File: src/rtl/idma_req_queue.sv
// In-order burst request FIFO with an outstanding-transfer launch gate, aggregate
// idle status, and registered read/write completion events snooped from AXI R/B.
module idma_req_queue #(
  parameter type                   burst_req_t    = logic,
  parameter int unsigned           Depth          = 4,
  parameter int unsigned           MaxOutstanding = 8,
  parameter int unsigned           AxiIdWidth     = 4,
  parameter logic [AxiIdWidth-1:0] AxiId          = AxiIdWidth'(1),
  localparam int unsigned          OutW           = $clog2(MaxOutstanding + 1)
) (
  input  logic                  clk_i,
  input  logic                  rst_ni,
  input  burst_req_t            req_i,
  input  logic                  req_valid_i,
  output logic                  req_ready_o,
  output burst_req_t            req_o,
  output logic                  req_valid_o,
  input  logic                  req_ready_i,
  input  logic                  trans_complete_i,
  input  logic                  backend_idle_i,
  output logic                  idle_o,
  output logic [OutW-1:0]       outstanding_o,
  input  logic                  axi_rvalid_i,
  input  logic                  axi_rready_i,
  input  logic                  axi_rlast_i,
  input  logic [AxiIdWidth-1:0] axi_rid_i,
  input  logic                  axi_bvalid_i,
  input  logic                  axi_bready_i,
  input  logic [AxiIdWidth-1:0] axi_bid_i,
  output logic                  r_done_o,
  output logic                  w_done_o
);

  localparam int unsigned PtrW = $clog2(Depth);
  localparam int unsigned CntW = $clog2(Depth + 1);

  burst_req_t            r_mem [Depth];
  logic [PtrW-1:0]       r_wptr;
  logic [PtrW-1:0]       r_rptr;
  logic [CntW-1:0]       r_count;
  logic [OutW-1:0]       r_outstanding;
  logic                  r_rd_evt;
  logic                  r_wr_evt;

  logic                  w_push;
  logic                  w_pop;
  logic                  w_retire;
  logic                  w_fifo_full;
  logic                  w_fifo_empty;
  logic                  w_gate_open;

  assign w_fifo_full  = (r_count == CntW'(Depth));
  assign w_fifo_empty = (r_count == '0);
  assign w_gate_open  = (r_outstanding < OutW'(MaxOutstanding));

  // Ready looks at occupancy only, so a full queue never accepts even while popping.
  assign req_ready_o = !w_fifo_full;
  assign req_valid_o = !w_fifo_empty && w_gate_open;
  assign w_push      = req_valid_i && req_ready_o;
  assign w_pop       = req_valid_o && req_ready_i;

  // A completion with nothing in flight is stale (e.g. from before a reset) and is dropped.
  assign w_retire = trans_complete_i && ((r_outstanding != '0) || w_pop);

  assign req_o         = r_mem[r_rptr];
  assign outstanding_o = r_outstanding;
  assign idle_o        = w_fifo_empty && (r_outstanding == '0) && backend_idle_i;
  assign r_done_o      = r_rd_evt;
  assign w_done_o      = r_wr_evt;

  always_ff @(posedge clk_i) begin
    if (w_push) begin
      r_mem[r_wptr] <= req_i;
    end
  end

  always_ff @(posedge clk_i or negedge rst_ni) begin
    if (!rst_ni) begin
      r_wptr  <= '0;
      r_rptr  <= '0;
      r_count <= '0;
    end else begin
      if (w_push) begin
        r_wptr <= r_wptr + PtrW'(1);
      end
      if (w_pop) begin
        r_rptr <= r_rptr + PtrW'(1);
      end
      case ({w_push, w_pop})
        2'b10:   r_count <= r_count + CntW'(1);
        2'b01:   r_count <= r_count - CntW'(1);
        default: r_count <= r_count;
      endcase
    end
  end

  always_ff @(posedge clk_i or negedge rst_ni) begin
    if (!rst_ni) begin
      r_outstanding <= '0;
    end else begin
      case ({w_pop, w_retire})
        2'b10:   r_outstanding <= r_outstanding + OutW'(1);
        2'b01:   r_outstanding <= r_outstanding - OutW'(1);
        default: r_outstanding <= r_outstanding;
      endcase
    end
  end

  always_ff @(posedge clk_i or negedge rst_ni) begin
    if (!rst_ni) begin
      r_rd_evt <= 1'b0;
      r_wr_evt <= 1'b0;
    end else begin
      r_rd_evt <= axi_rvalid_i && axi_rready_i && axi_rlast_i && (axi_rid_i == AxiId);
      r_wr_evt <= axi_bvalid_i && axi_bready_i && (axi_bid_i == AxiId);
    end
  end

  a_no_stale_complete : assert property (@(posedge clk_i) disable iff (!rst_ni)
    !(trans_complete_i && !w_pop && (r_outstanding == '0)));

  a_outstanding_cap : assert property (@(posedge clk_i) disable iff (!rst_ni)
    r_outstanding <= OutW'(MaxOutstanding));

endmodule

File: config.mk
export PLATFORM = sky130hd
export DESIGN_NAME = idma_req_queue
export DESIGN_NICKNAME = d
export VERILOG_FILES = /design/src/rtl/idma_req_queue.sv
export SDC_FILE = /design/constraint.sdc
export NUM_CORES = 1
export LEC_CHECK = 0
export BUFFER_PORTS_ARGS = -buffer_cell sky130_fd_sc_hd__buf_2
export CELL_PAD_IN_SITES_DETAIL_PLACEMENT = 1
export CELL_PAD_IN_SITES_GLOBAL_PLACEMENT = 2
export CORE_MARGIN = 2
export CORE_UTILIZATION = 25
export DETAILED_ROUTE_END_ITERATION = 7
export GPL_TIMING_DRIVEN = 0
export PLACE_DENSITY = 0.65
export SYNTH_ARGS = -nofsm -noshare
export SYNTH_HDL_FRONTEND = slang
export SYNTH_SLANG_ARGS = --single-unit
File: constraint.sdc
create_clock -name clk_i -period 4.4 [get_ports clk_i]
set_clock_uncertainty 0.2 [all_clocks]
set_input_delay 0.44 -clock clk_i [delete_from_list [all_inputs] [get_ports clk_i]]
set_output_delay 0.44 -clock clk_i [all_outputs]
set_load 0.1 [all_outputs]
Word level (Yosys, flattened, before mapping)
Memories as Yosys holds them, arrays and structs flattened.
Cells that the tools add are included.
{"block": "word_totals", "mem_count": 1, "elab_cells": 44, "mem_bits_rw": 4, "inputBits": 20, "out_inout_bits": 10, "reg_bits": 13}
{"block": "op_classes", "muxes": 4, "n_addsub": 6, "n_lt_le_gt_ge": 1, "reduce_logical": 19, "eq_ne": 7}
{"name": "r_mem", "words": 4, "word_bits": 1, "read_ports": 1, "rd_clocked_by_memory_dff": 0, "wr": 1, "line_no": "37", "rtl": "burst_req_t r_mem [Depth];"}
{"op": "$logic_and 1x1->1", "n": 11}
{"op": "$eq 4x1->1 const B", "n": 2}
{"op": "$pmux 4 s2", "n": 1}
{"op": "$pmux 3 s2", "n": 1}
{"op": "$add 2x1->2 const B", "n": 2}
{"op": "$add 4x1->4 const B", "n": 1}
{"op": "$eq 2x1->1 const B", "n": 2}
{"op": "$eq 2x2->1 const B", "n": 2}
{"op": "$logic_not 4->1", "n": 1}
{"op": "$lt 4x4->1 const B", "n": 1}
{"op": "$reduce_bool 2->1", "n": 2}
{"op": "$reduce_bool 4->1", "n": 1}
{"op": "$sub 4x1->4 const B", "n": 1}
{"op": "$add 3x1->3 const B", "n": 1}
{"op": "$eq 3x3->1 const B", "n": 1}
{"op": "$logic_not 3->1", "n": 1}
{"op": "$sub 3x1->3 const B", "n": 1}
{"op": "$logic_not 1->1", "n": 2}
{"op": "$mux 1", "n": 2}
{"op": "$logic_or 1x1->1", "n": 1}

Depth between registers and ports, before layout
{"block": "depth", "ltp_word": 8, "ltp_mapped": 9, "ltp_nobuf": 9}

Least setup slack after synthesis
OpenSTA, ideal clock, no wires.
{"block": "synth_path", "kind": "flip-flop to flip-flop", "startpoint": "register r_outstanding[3] (netlist: outstanding_o[3])", "endpoint": "register r_outstanding[2] (netlist: outstanding_o[2])", "synth_period_minus_slack_ps": 2844, "n_path_buf": 0, "stages_incl_launch_ff": 10, "arrival_time_ps": 2483, "setup_slack_ps": 1556, "cell_sequence": "dfrtp_1 -> inv_1 -> nand3_1 -> a21boi_0 -> ha_1 -> xor2_1 -> ha_1 -> a21oi_1 -> mux2i_1 -> xnor2_1"}
{"block": "synth_via", "elab_chain_len": 7}
{"element": "start, declared", "line_no": "41", "rtl": "logic [OutW-1:0] r_outstanding;"}
{"element": "start signal, assigned", "line_no": "102", "rtl": "2'b10: r_outstanding <= r_outstanding + OutW'(1);"}
{"element": "start signal, assigned", "line_no": "103", "rtl": "2'b01: r_outstanding <= r_outstanding - OutW'(1);"}
{"element": "start signal, assigned", "line_no": "104", "rtl": "default: r_outstanding <= r_outstanding;"}
{"element": "$lt 4x4->1", "line_no": "54", "rtl": "assign w_gate_open = (r_outstanding < OutW'(MaxOutstanding));"}
{"element": "$logic_and 1x1->1", "line_no": "58", "rtl": "assign req_valid_o = !w_fifo_empty && w_gate_open;"}
{"element": "$logic_and 1x1->1", "line_no": "60", "rtl": "assign w_pop = req_valid_o && req_ready_i;"}
{"element": "$logic_or 1x1->1", "line_no": "63", "rtl": "assign w_retire = trans_complete_i && ((r_outstanding != '0) || w_pop);"}
{"element": "$logic_and 1x1->1", "line_no": "63"}
{"element": "$eq 2x1->1 / $eq 2x2->1 (equally long branches)", "line_no": "101", "rtl": "case ({w_pop, w_retire})"}
{"element": "$pmux 4 s2 / $reduce_bool 2->1 (equally long branches)"}
Parallel ways exist; a longest one is shown, timed or not.
A chain may end at the register's enable or synchronous reset.

Worst setup path after layout
{"block": "layout_path", "startpoint": "register r_count[1]", "endpoint": "register r_outstanding[3] (netlist: outstanding_o[3])"}
{"block": "layout_via", "elab_chain_len": 8}
{"element": "start, declared", "line_no": "40", "rtl": "logic [CntW-1:0] r_count;"}
{"element": "start signal, assigned", "line_no": "90", "rtl": "2'b10: r_count <= r_count + CntW'(1);"}
{"element": "start signal, assigned", "line_no": "91", "rtl": "2'b01: r_count <= r_count - CntW'(1);"}
{"element": "start signal, assigned", "line_no": "92", "rtl": "default: r_count <= r_count;"}
{"element": "$logic_not 3->1 *", "line_no": "53", "rtl": "assign w_fifo_empty = (r_count == '0);"}
{"element": "$logic_not 1->1 *", "line_no": "58"}
{"element": "$logic_and 1x1->1 *", "line_no": "58"}
{"element": "$logic_and 1x1->1 *", "line_no": "60"}
{"element": "$logic_or 1x1->1", "line_no": "63"}
{"element": "$logic_and 1x1->1", "line_no": "63"}
{"element": "$eq 2x1->1 / $eq 2x2->1 (equally long branches)", "line_no": "101"}
{"element": "$pmux 4 s2 / $reduce_bool 2->1 (equally long branches)"}
Mark *: on every way between the ends. The rest lies on a longest branch, timed or not.

==> flow_metrics.py <==
metrics = {
    "critical_path": {
        "r2r-start": "r_count[1]",
        "cp-end-kind": "register",
        "worstPathCellList": "or3_2 > nand3_1 > a21boi_0 > ha_1 > clkbuf_1 > nor3b_1 > o21ai_0 > a221o_1",
        "required_ns": 4.32,
        "reg2reg_depth": 8,
        "critPathMaxFanout": 8,
        "crit_type": "reg -> reg",
        "max_stage_delay_ns": 0.49,
        "critical-path-top-delay-family": "simple AND/OR/NAND/NOR gates",
        "r2r_slack_ns": 1.57,
        "cp-start-kind": "register",
        "reg2reg_to": "outstanding_o[3]",
        "cpMaxStageDelayCell": "or3_2",
        "arrival_ns": 2.75,
        "timing.critical_path.from": "r_count[1]",
        "critPathBufInv": 1,
    },
    "clocking": {
        "cts.sinks": 17,
        "cts_buffer_depth": 2,
        "clk_latency_ns": 0.24,
        "cts_buffers": 3,
        "cts_tree": "yes",
        "clk_pin_slew_worst_paths_ns": 0.06,
        "ctsResizeCount": 0,
        "cts_max_level": 1,
        "root_buffer": "clkbuf_8",
    },
    "route": {
        "met3_length_um": 61,
        "vias": 751,
        "met1_length_um": 905,
        "vias_per_cell": 4.52,
        "first_iter_violations": 20,
        "drc": 0,
        "postRouteWirelength_um": 2150,
        "ant_nets": 0,
        "firstDrtPassIters": 4,
        "detail_route.wl_per_cell_um": 13.0,
        "maxUsedRoutingLayer": "met4",
        "wl_met2_um": 1150,
    },
    "placed_design": {
        "dp_slack_ns": 1.54,
        "placed_cell_area_mm2": 0.00118,
        "routabilityCongestion": 0.685,
        "io_buffers": 29,
        "placedCellCount": 161,
        "place_hpwl_um": 1780,
    },
    "timing": {
        "relSlewSlack": 0.676,
        "hold_viol": 0,
        "timing.final.crit_share": 0.643,
        "layout_min_cycle_time_ns": 2.83,
        "fin_setup_tns_ns": 0,
        "fmax_ghz": 0.353,
        "grt_setup_unrepaired": "no",
        "setup-violations-final": 0,
        "drv_slew": 0,
        "worstMarginPinSlew_ns": 0.489,
        "layout_setup_ws_ns": 1.57,
    },
    "global_route": {
        "grt_pass1_vias": 763,
        "antenna_found_initial": 0,
        "grt_overflow": 0,
        "grt_max_degree": 14,
        "grt_util_all_layers": 0.103,
        "grt_pass1_wl_um": 3420,
    },
    "synth": {
        "yosysWarnings": 0,
        "synthSimpleGateAreaFrac": 0.195,
        "synthXorXnorAreaFrac": 0.0807,
        "synth_top_family_by_area": "simple AND/OR/NAND/NOR gates",
        "ys_async_sr_fraction": 0.765,
        "yosysTopAreaCell": "dfrtp_1",
        "synth_compound_area_frac": 0.0512,
        "synth_flop_cell": "dfrtp_1",
        "synthCells": 84,
        "syn_nets": 113,
        "synth-seq-cells": 17,
        "synthTopCellsByCount": "dfrtp_1 (13), ha_1 (8), inv_1 (8), xnor2_1 (5)",
        "synthMostInstantiatedCell": "dfrtp_1",
        "synth_cell_types": 33,
        "ys_seq_area_frac": 0.456,
        "synthAdderAreaFrac": 0.123,
        "syn_area_per_cell_um2": 11.6,
        "syn_area_um2": 977,
        "muxShareOfSynthArea": 0.0602,
        "synth_top_cell_area_share": 0.333,
        "synth_area_leaders": "dfrtp_1 (33%), edfxtp_1 (12%), ha_1 (10%), xnor2_1 (4.5%), xor2_1 (3.6%)",
        "synth-edff-count": 4,
    },
    "die": {
        "io_pins": 30,
        "core-area_mm2": 0.00372,
        "std_cell_rows": 22,
        "die_w_um": 66.5,
        "die-height_um": 66.5,
        "initial_utilization": 0.263,
        "die_area_mm2": 0.00442,
    },
    "outcome": {
        "outcome": "complete, no violations",
    },
    "layout": {
        "final_cells": 166,
        "syn_to_final_growth_pct": 26.8,
        "antenna_cells": 0,
        "fin_nets": 148,
        "drive_above_1_share": 0.364,
        "final_cell_area_mm2": 0.00124,
    },
    "worst_hold_path": {
        "hold_path_depth": 2,
        "hp-class": "in -> reg",
        "min_from": "axi_bid_i[2]",
        "whs_endpoint": "w_done_o",
    },
    "run": {
        "drv_cap": 0,
    },
}
[per-stage QoR]
step | utilization | hold WS (ns)
3_5_place_dp | 0.318 | 0.155
2_1_floorplan | - | -0.0556
6_report | 0.333 | 0.151
3_3_place_gp | 0.318 | 0.155
4_1_cts | 0.333 | 0.142
5_1_grt | 0.333 | 0.150
[cells by family after synthesis]
| kind of cell | after synthesis |
|---|---|
| buf+inv | 9 |
| flops | 17 |
| fa+ha+maj | 9 |
| xor+xnor | 9 |
| simple gates | 28 |
| compound gates | 8 |
| mux | 4 |
[worst max-delay path by stage]
stage	endpoint	slack [ns]	cells past startpoint
finish	outstanding_o[3]	1.57	8
global placement	outstanding_o[3]	1.69	8
detailed placement	outstanding_o[3]	1.54	8
floorplan	outstanding_o[2]	1.56	9
global route	outstanding_o[3]	1.40	8
CTS	outstanding_o[3]	1.53	8
[sequential cells by signal (all words and copies together) (netlist names)]
register	flops
w_done_o	1
r_wptr	2
outstanding_o	4
r_done_o	1
r_count	3
r_rptr	2
r_mem	4
[per-layer routing]
| metal | up-vias | global-route usage |
|---|---|---|
| met1 | 373 | 0.116 |
| met2 | 11 | 0.178 |
| li1 | 365 | - |
| met4 | 0 | 0.0587 |
| met5 | - | 0 |
| met3 | 2 | 0.0236 |
[placed cells by master (no fill, tap or decap), types with 2 or more instances in the layout]
master / Yosys / routed
and3_2: 4 / 4
o21ai_0: 3 / 3
clkbuf_8: 0 / 3
nand2_1: 2 / 2
dfrtp_1: 13 / 13
inv_1: 8 / 8
xnor2_1: 5 / 5
xor2_1: 4 / 4
ha_1: 8 / 8
a21oi_1: 2 / 2
nor3_1: 3 / 3
nor3b_1: 3 / 3
nor2_1: 3 / 3
edfxtp_1: 4 / 4
nor4b_1: 3 / 3
buf_2: 0 / 29
[final cells by class]
| cell class | count | area, um2 |
|---|---|---|
| fillers | 444 | 2480 |
| multi-input cells | 58 | 498 |
| flip-flops and latches | 17 | 445 |
| repair buffers | 30 | 155 |
| well taps | 48 | 60.1 |
| clock buffers | 3 | 41.3 |
| inverters | 8 | 30.0 |
| clock inverters | 1 | 5.00 |
| plain buffers | 1 | 3.75 |
[timing repair]
item | CTS | global route
setup endpoints to repair | 0 | 0
buffers inserted | 0 | 0
hold buffers | 1 | 0
hold endpoints to repair | 13 | 0
[worst reg2reg max path: cells and delay by family (launching register included)]
family / cells / cell delay [ns]
flops: 1 / 0.43
buf+inv: 1 / 0.21
compound gates: 3 / 0.67
simple gates: 3 / 0.92
fa+ha+maj: 1 / 0.30
Power is left out: the tool's default activity adds up to more than one toggle a clock period on the data nets, which glitch-free logic cannot reach.
